--- config.mk ---
export PLATFORM = sky130hd
export DESIGN_NAME = main_fsm_g7
export DESIGN_NICKNAME = d
export VERILOG_FILES = /design/src/rtl/main_fsm_g7_pkg.sv /design/src/rtl/main_fsm_g7_counter.sv /design/src/rtl/main_fsm_g7.sv
export SDC_FILE = /design/constraint.sdc
export NUM_CORES = 1
export LEC_CHECK = 0
export BUFFER_PORTS_ARGS = -buffer_cell sky130_fd_sc_hd__buf_2
export CORE_MARGIN = 2
export CORE_UTILIZATION = 46
export CTS_CLUSTER_DIAMETER = 200
export CTS_CLUSTER_SIZE = 28
export DETAILED_ROUTE_END_ITERATION = 10
export PLACE_DENSITY = 0.72
export SLEW_MARGIN = 40
export SYNTH_ARGS = -nofsm -noshare
export SYNTH_HDL_FRONTEND = slang
export SYNTH_HIERARCHICAL = 1
export SYNTH_SLANG_ARGS = --single-unit
export TNS_END_PERCENT = 50
--- constraint.sdc ---
create_clock -name clk -period 5.75 [get_ports clk]
set_clock_uncertainty 0.05 [all_clocks]
set_input_delay 1.4375 -clock clk [delete_from_list [all_inputs] [get_ports clk]]
set_output_delay 1.4375 -clock clk [all_outputs]
set_load 0.02 [all_outputs]
--- src/rtl/main_fsm_g7_pkg.sv ---
// Shared encodings for the multicycle main control FSM: state codes, opcodes,
// ALUOp codes and datapath mux selects.
package main_fsm_g7_pkg;

    typedef enum logic [3:0] {
        S_FETCH    = 4'd0,
        S_DECODE   = 4'd1,
        S_MEMADR   = 4'd2,
        S_MEMREAD  = 4'd3,
        S_MEMWB    = 4'd4,
        S_MEMWRITE = 4'd5,
        S_EXECUTER = 4'd6,
        S_EXECUTEI = 4'd7,
        S_ALUWB    = 4'd8,
        S_BEQ      = 4'd9,
        S_JAL      = 4'd10
    } state_e;

    localparam logic [6:0] OP_LW  = 7'b0000011;
    localparam logic [6:0] OP_SW  = 7'b0100011;
    localparam logic [6:0] OP_R   = 7'b0110011;
    localparam logic [6:0] OP_I   = 7'b0010011;
    localparam logic [6:0] OP_BEQ = 7'b1100011;
    localparam logic [6:0] OP_JAL = 7'b1101111;

    localparam logic [1:0] ALUOP_ADD   = 2'b00;
    localparam logic [1:0] ALUOP_SUB   = 2'b01;
    localparam logic [1:0] ALUOP_FUNCT = 2'b10;

    localparam logic [1:0] RES_ALUOUT    = 2'b00;
    localparam logic [1:0] RES_MEMDATA   = 2'b01;
    localparam logic [1:0] RES_ALURESULT = 2'b10;

    localparam logic [1:0] SRCA_PC    = 2'b00;
    localparam logic [1:0] SRCA_OLDPC = 2'b01;
    localparam logic [1:0] SRCA_REG   = 2'b10;

    localparam logic [1:0] SRCB_REG  = 2'b00;
    localparam logic [1:0] SRCB_IMM  = 2'b01;
    localparam logic [1:0] SRCB_FOUR = 2'b10;

    // States whose exit to FETCH marks the end of a completed instruction.
    function automatic logic is_final_state(input state_e s);
        logic r;
        case (s)
            S_MEMWB, S_MEMWRITE, S_ALUWB, S_BEQ: r = 1'b1;
            default:                             r = 1'b0;
        endcase
        return r;
    endfunction

endpackage

--- src/rtl/main_fsm_g7_counter.sv ---
// Retired-instruction counter: free-running wrap, async active-low clear.
module main_fsm_g7_counter
    import main_fsm_g7_pkg::*;
#(
    parameter int CNT_W = 32
) (
    input  logic             clk_i,
    input  logic             rst_ni,
    input  logic             inc_i,
    output logic [CNT_W-1:0] count_o
);

    logic [CNT_W-1:0] count_q;
    logic [CNT_W-1:0] count_d;

    // Next count value.
    always_comb begin
        count_d = count_q;
        if (inc_i) begin
            count_d = count_q + {{(CNT_W-1){1'b0}}, 1'b1};
        end else begin
            count_d = count_q;
        end
    end

    // Count register.
    always_ff @(posedge clk_i or negedge rst_ni) begin
        if (!rst_ni) begin
            count_q <= '0;
        end else begin
            count_q <= count_d;
        end
    end

    assign count_o = count_q;

endmodule

--- src/rtl/main_fsm_g7.sv ---
// Multicycle main control FSM: decodes the IR opcode, sequences the datapath,
// waits on mem_ready and counts retired instructions.
module main_fsm_g7
    import main_fsm_g7_pkg::*;
#(
    parameter int CNT_W = 32
) (
    input  logic             clk,
    input  logic             rst_n,
    input  logic [6:0]       op,
    input  logic             mem_ready,
    output logic             PCUpdate,
    output logic             Branch,
    output logic             IRWrite,
    output logic             RegWrite,
    output logic             MemWrite,
    output logic             AdrSrc,
    output logic [1:0]       ResultSrc,
    output logic [1:0]       ALUSrcA,
    output logic [1:0]       ALUSrcB,
    output logic [1:0]       ALUOp,
    output logic             illegal_instr,
    output logic [CNT_W-1:0] retired,
    output logic [3:0]       state_o
);

    state_e state_q;
    state_e state_d;

    logic pc_update_s, branch_s, ir_write_s, reg_write_s, mem_write_s, illegal_s;
    logic retire_s;

    // State register.
    always_ff @(posedge clk or negedge rst_n) begin
        if (!rst_n) begin
            state_q <= S_FETCH;
        end else begin
            state_q <= state_d;
        end
    end

    // Next-state and Moore output decode; only FETCH strobes and illegal look at inputs.
    always_comb begin
        state_d     = S_FETCH;
        pc_update_s = 1'b0;
        branch_s    = 1'b0;
        ir_write_s  = 1'b0;
        reg_write_s = 1'b0;
        mem_write_s = 1'b0;
        illegal_s   = 1'b0;
        AdrSrc      = 1'b0;
        ResultSrc   = RES_ALUOUT;
        ALUSrcA     = SRCA_PC;
        ALUSrcB     = SRCB_REG;
        ALUOp       = ALUOP_ADD;
        case (state_q)
            S_FETCH: begin
                ALUSrcB     = SRCB_FOUR;
                ResultSrc   = RES_ALURESULT;
                ir_write_s  = mem_ready;
                pc_update_s = mem_ready;
                state_d     = mem_ready ? S_DECODE : S_FETCH;
            end
            S_DECODE: begin
                ALUSrcA = SRCA_OLDPC;
                ALUSrcB = SRCB_IMM;
                case (op)
                    OP_LW, OP_SW: state_d = S_MEMADR;
                    OP_R:         state_d = S_EXECUTER;
                    OP_I:         state_d = S_EXECUTEI;
                    OP_BEQ:       state_d = S_BEQ;
                    OP_JAL:       state_d = S_JAL;
                    default: begin
                        illegal_s = 1'b1;
                        state_d   = S_FETCH;
                    end
                endcase
            end
            S_MEMADR: begin
                ALUSrcA = SRCA_REG;
                ALUSrcB = SRCB_IMM;
                state_d = (op == OP_LW) ? S_MEMREAD : S_MEMWRITE;
            end
            S_MEMREAD: begin
                AdrSrc  = 1'b1;
                state_d = mem_ready ? S_MEMWB : S_MEMREAD;
            end
            S_MEMWB: begin
                ResultSrc   = RES_MEMDATA;
                reg_write_s = 1'b1;
                state_d     = S_FETCH;
            end
            S_MEMWRITE: begin
                AdrSrc      = 1'b1;
                mem_write_s = 1'b1;
                state_d     = mem_ready ? S_FETCH : S_MEMWRITE;
            end
            S_EXECUTER: begin
                ALUSrcA = SRCA_REG;
                ALUOp   = ALUOP_FUNCT;
                state_d = S_ALUWB;
            end
            S_EXECUTEI: begin
                ALUSrcA = SRCA_REG;
                ALUSrcB = SRCB_IMM;
                ALUOp   = ALUOP_FUNCT;
                state_d = S_ALUWB;
            end
            S_ALUWB: begin
                reg_write_s = 1'b1;
                state_d     = S_FETCH;
            end
            S_BEQ: begin
                ALUSrcA  = SRCA_REG;
                ALUOp    = ALUOP_SUB;
                branch_s = 1'b1;
                state_d  = S_FETCH;
            end
            S_JAL: begin
                ALUSrcA     = SRCA_OLDPC;
                ALUSrcB     = SRCB_FOUR;
                pc_update_s = 1'b1;
                state_d     = S_ALUWB;
            end
            default: begin
                state_d = S_FETCH;
            end
        endcase
    end

    // Strobes are gated by rst_n so the FETCH mem_ready path cannot leak during reset.
    assign PCUpdate      = pc_update_s & rst_n;
    assign Branch        = branch_s    & rst_n;
    assign IRWrite       = ir_write_s  & rst_n;
    assign RegWrite      = reg_write_s & rst_n;
    assign MemWrite      = mem_write_s & rst_n;
    assign illegal_instr = illegal_s   & rst_n;
    assign state_o       = state_q;

    assign retire_s = is_final_state(state_q) && (state_d == S_FETCH);

    main_fsm_g7_counter #(
        .CNT_W (CNT_W)
    ) u_counter (
        .clk_i   (clk),
        .rst_ni  (rst_n),
        .inc_i   (retire_s),
        .count_o (retired)
    );

endmodule

### Yosys cells after proc, flatten, opt, wreduce, memory -nomap -nowiden

Index checks and enable logic that the tools add are counted.

| word-level totals | value |
|---|---|
| register bits | 36 |
| bits in latches | 0 |
| memory bits (writable) | 0 |
| ROM bits | 0 |
| bits of input ports | 10 |
| output and inout bits | 51 |
| word-level logic and storage cells | 58 |
| memories kept | 0 |

| operators by class | value |
|---|---|
| add/sub/neg operators | 1 |
| multiply operators | 0 |
| divide/modulo/power cells | 0 |
| order comparisons | 0 |
| equal/unequal tests | 16 |
| shift operators | 0 |
| mux-type cells | 19 |
| bitwise gates (word level) | 6 |
| reduce and logical (&&, ||, !) cells | 14 |

Operators by type and width:

| cell | number |
|---|---|
| $add A32 B1 Y32 const B | 1 |
| $pmux W4 S6 | 1 |
| $pmux W4 S5 | 1 |
| $eq A4 B3 Y1 const B | 4 |
| $pmux W2 S2 | 4 |
| $eq A7 B6 Y1 const B | 2 |
| $eq A7 B7 Y1 const B | 2 |
| $eq A4 B4 Y1 const B | 3 |
| $reduce_or A2 Y1 | 6 |
| $mux W1 | 9 |
| $mux W3 | 3 |
| $eq A4 B2 Y1 const B | 2 |
| $logic_not A4 Y1 | 2 |
| $reduce_or A4 Y1 | 2 |
| $eq A7 B2 Y1 const B | 1 |
| $eq A7 B5 Y1 const B | 1 |
| $and A1 B1 Y1 | 6 |
| $reduce_or A3 Y1 | 2 |
| $reduce_or A6 Y1 | 1 |
| $eq A4 B1 Y1 const B | 1 |
| $pmux W1 S2 | 1 |
| $logic_and A1 B1 Y1 | 1 |

### Longest topological paths before layout

| logic depth | value |
|---|---|
| depth after elaboration | 6 |
| mapped depth | 8 |
| gate-level depth less buffers | 6 |

### Cells and area by module

Netlist, hierarchy kept.

Modules (own cells, without submodules):

| module | instances | cells an instance | area an instance (um^2) | seq. area each (um^2) |
|---|---|---|---|---|
| main_fsm_g7_counter | 1 | 123 | 1448.9 | 800.8 |
| main_fsm_g7 | 1 | 83 | 678.2 | 100.1 |

### Worst setup path before layout

OpenSTA, ideal clock, no wires.

| path | value |
|---|---|
| kind | input to output |
| from | input op[4] |
| to | output illegal_instr |
| arrival | 2.093 ns |
| required time | 4.263 ns |
| slack | 2.169 ns |
| stages | 3 |
| path buffers | 0 |
| cells stage by stage | nand3b_1 nor2_1 nor3_1 |

| between the ends | value |
|---|---|
| cells in the longest elaborated chain, start to end | 5 |
| elaborated cells between the ends (all ways) | 10 |
| those cells by class | eq/ne: 6; mux: 2; bitwise: 1; reduce/logical: 1 |

RTL lines:

| item | line | source |
|---|---|---|
| from (decl) | main_fsm_g7.sv:10 | `input logic [6:0] op,` |
| $eq A7 B2 Y1, or another cell as far along | main_fsm_g7.sv:67 | `case (op)` |
| $reduce_or A6 Y1 (no line) * | - |  |
| $mux W1 * | main_fsm_g7.sv:67 |  |
| $mux W1 * | main_fsm_g7.sv:56 | `case (state_q)` |
| $and A1 B1 Y1 * | main_fsm_g7.sv:137 | `assign illegal_instr = illegal_s & rst_n;` |
| to (decl) | main_fsm_g7.sv:22 | `output logic illegal_instr,` |

Every way passes the cells marked *; elsewhere a longest branch is shown, timed or not.

### Final worst setup path

| path | value |
|---|---|
| from | input rst_n |
| to | output RegWrite |

| between the ends | value |
|---|---|
| cells in the longest elaborated chain, start to end | 1 |

RTL lines:

| item | line | source |
|---|---|---|
| from (decl) | main_fsm_g7.sv:9 | `input logic rst_n,` |
| $and A1 B1 Y1 | main_fsm_g7.sv:135 | `assign RegWrite = reg_write_s & rst_n;` |
| to (decl) | main_fsm_g7.sv:15 | `output logic RegWrite,` |

No other way between the ends.

==> impl_summary.txt <==
----------------------------------------------------
[Status]
  Outcome ... finished, final reports clean

[Die]
  Placeable core region ... 4410 µm²
  Area enclosed by the die boundary ... 5180 µm²
  DIE WIDTH ... 72 µm
  Cell row count ... 24
  Die boundary height ... 72 µm
  Initial Util ... 48.2%
  I/O pin count ... 61

[Placement]
  Final HPWL DP ... 3280 µm
  Area of placed instances ... 2440 µm²
  Weighted congestion at the end of routability-driven global placement ... 0.785
  Number of port buffers ... 60

[Worst setup path]
  Arrival time reported for the critical path endpoint ... 2340 ps
  Number of buffers and inverters on the critical path ... 2
  Slowest Stage Delay on Critical Path ... 420 ps
  Cell type group with the largest total delay on the critical path ... buffers and inverters
  Crit-path cells ... buf_2 -> nor4b_2 -> buf_2
  Critical path startpoint category ... primary input
  Endpoint class of the critical path ... output pin
  Critical path fanouts, max ... 24
  Required time of the critical path ... 4260 ps
  Cell at the slowest stage of the critical path ... buf_2
  Crit path top cell by count ... buf_2
  CP Class ... in2out

[Logic synthesis]
  Main area contributors after synthesis ... dfrtp_1, xnor2_1, xor2_1
  Count of flip-flops with a built-in enable after synthesis ... 0
  Top_reg_cell synth ... dfrtp_1
  Mean instance size in the synthesized netlist ... 10.3 µm²
  Mapped cell area ... 2130 µm²
  Async S/R FF share, synth ... 100%
  Flip-flop and latch count after synthesis ... 36
  Share of Yosys cell area claimed by the top area cell type ... 42.4%
  Synthesized netlist cell count ... 206
  Largest area contributor in the netlist ... dfrtp_1
  Number of warning messages in the yosys log ... 6
  Unique cell type count in the Yosys netlist ... 47
  Syn_nets ... 217
  Post-synthesis sequential area ratio ... 42.4%

[Detailed routing]
  Wirelength, routed ... 4440 µm
  Count of TritonRoute iterations in the first routing pass ... 4
  Avg Vias per Cell ... 5.47
  DRC marker count from the first detailed-route iteration ... 89
  ANT nets after route ... 0
  Mean routed wirelength per cell ... 13.9 µm
  Post-route DRC violation count ... 0
  Count of vias placed by the detailed router ... 1,751

[Timing]
  Final hold viol count ... 0
  Final setup TNS ... 0 ps
  Final period utilization ... 66.6%
  Final max-slew violation count ... 0
  Setup repair after global routing missed its margin ... false
  Worst slew margin ... 50.1%
  Slew at the pin closest to its max-slew limit ... 749 ps
  Time the final worst path needs with I/O delays and setup ... 3830 ps
  Final-report setup violation count ... 0
  Peak Freq ... 261 MHz

[Final layout]
  Growth of design area from synthesis to finish ... 19.3%
  Layout cells sized above 1 ... 32.1%
  Antenna diode count ... 0
  Post-Layout Inst Area ... 2540 µm²
  Commonest cells after routing, fill and taps aside ... buf_2, dfrtp_1, xnor2_1
  Most frequent standard cell in the layout excluding fill and tap cells ... buf_2
  Fillers ... 414
  Final layout net count ... 278

[Clock tree]
  Clock tree from TritonCTS ... yes
  Maximum buffer depth of the clock tree ... 2
  Number of buffers added by the clock tree synthesis step ... 5
  CTS hold repair buffers ... 0
  H-tree Lvls ... 2
  Insertion delay of the later-clocked pin in the worst-skew pair ... 280 ps
  Count of buffers added by post-CTS timing repair for setup ... 0
  Clock net sink count ... 36
  Cell chosen for the clock root ... clkbuf_8
  Reg clk slew, reported paths ... 70 ps
  Post-CTS sizing ... 0

[GRT]
  Via count of the first global-routing pass ... 1,492
  Global router's overall resource usage ... 17.7%
  Antenna violations before repair ... 0
  Wire length of the first global-routing pass ... 7240 µm
  Leftover overflow at the end of global routing ... 0
  Maximum number of pins on one net before global-route repair ... 25

[Power]
  Maximum vdd drop ... 0.000103 V
  Static leakage ... 0.00125 µW
  Power per Cell Area ... 225 nW/µm²

[Flow run]
  Number of max-cap violations ... 0

[Hold path]
  Worst hold path class ... reg2reg

----------------------------------------------------
[sequential cells by signal, indices dropped and copies added (netlist names)]
name	cells
state_o	4
u_counter/count_o	32
[power by group]
part | leakage, µW | internal, µW | switching (µW) | total [µW]
sequential | 0.000484 | 266 | 25.5 | 292
combinational | 0.000724 | 39.5 | 60.0 | 99.5
clock | 0.0000455 | 97.6 | 82.9 | 181
[routing by layer]
layer  wire length (µm)  global-route usage, %
met4                 46                   5.03
met5                  0                      0
met1               2160                   25.1
met3                200                   4.58
met2               2030                   27.1
[final timing paths]
check	start	endpoint	slack, ps	cells past startpoint
min in group asynchronous	rst_n	state_o[3]	1080	1
max in group asynchronous	rst_n	u_counter/count_o[25]	3920	2
hold reg to reg	u_counter/count_o[31]	u_counter/count_o[31]	420	1
setup / recovery	rst_n	RegWrite	1920	3
hold / removal	u_counter/count_o[31]	u_counter/count_o[31]	420	1
setup reg to reg	state_o[3]	u_counter/count_o[23]	2790	6
[worst register-to-register path: stages (launching register included)]
cell	delay [ps]
dfrtp_1	750
and2b_2	310
a311oi_2	550
nand4_4	200
or4_4	570
nor4_2	280
xor2_1	170
[synth_stat cells (3+ instances only)]
cell type  count
nor2b_1        4
and3_1         6
dfrtp_1       36
nor2_1        10
inv_1          4
and2_1         3
xnor2_1       21
and2b_2        3
xor2_1        12
o21ai_0        4
nor3b_1        6
nand2_1       16
nand3_1       11
nor3_1         6
nor4_1         6
a21oi_1        4
and4_1         3
buf_6          3
nand4_1       12
[cell families (layout without fill, tap and decap cells)]
family	Yosys count	count (layout)	share of synthesized area, %
DFF	36	36	42.4
AOI/OAI and AO/OA	17	17	5.47
muxes	1	1	0.529
and+or+nand+nor	106	106	32.7
buffers and inverters	11	73	3.47
xor gates and xnor gates	34	34	14.9
adders and majority gates	1	1	0.588
[area by class of cell]
| class | count | area [µm²] | share of cell area, % |
|---|---|---|---|
| multi-input cells | 159 | 1160 | 45.7 |
| flip-flops and latches | 36 | 901 | 35.5 |
| repair buffers | 61 | 308 | 12.1 |
| clock buffers | 8 | 90.1 | 3.55 |
| well taps | 52 | 65.1 | 2.56 |
| inverters | 4 | 15.0 | 0.592 |
[through the flow]
stage / utilization, % / total power [µW] / std cells / hold WS (ps) / setup slack, ps
final: 57.5 / 572 / 320 / 417 / 1920
after floorplan: - / 358 / 206 / 532 / 2170
after CTS: 57.3 / 580 / 320 / 424 / 1880
after global routing: 57.5 / 603 / 320 / 451 / 1790
after detailed placement: 55.3 / 398 / 312 / 411 / 1890
after global placement: 55.3 / 395 / 312 / 415 / 1910
(Power assumes the default switching activity.)
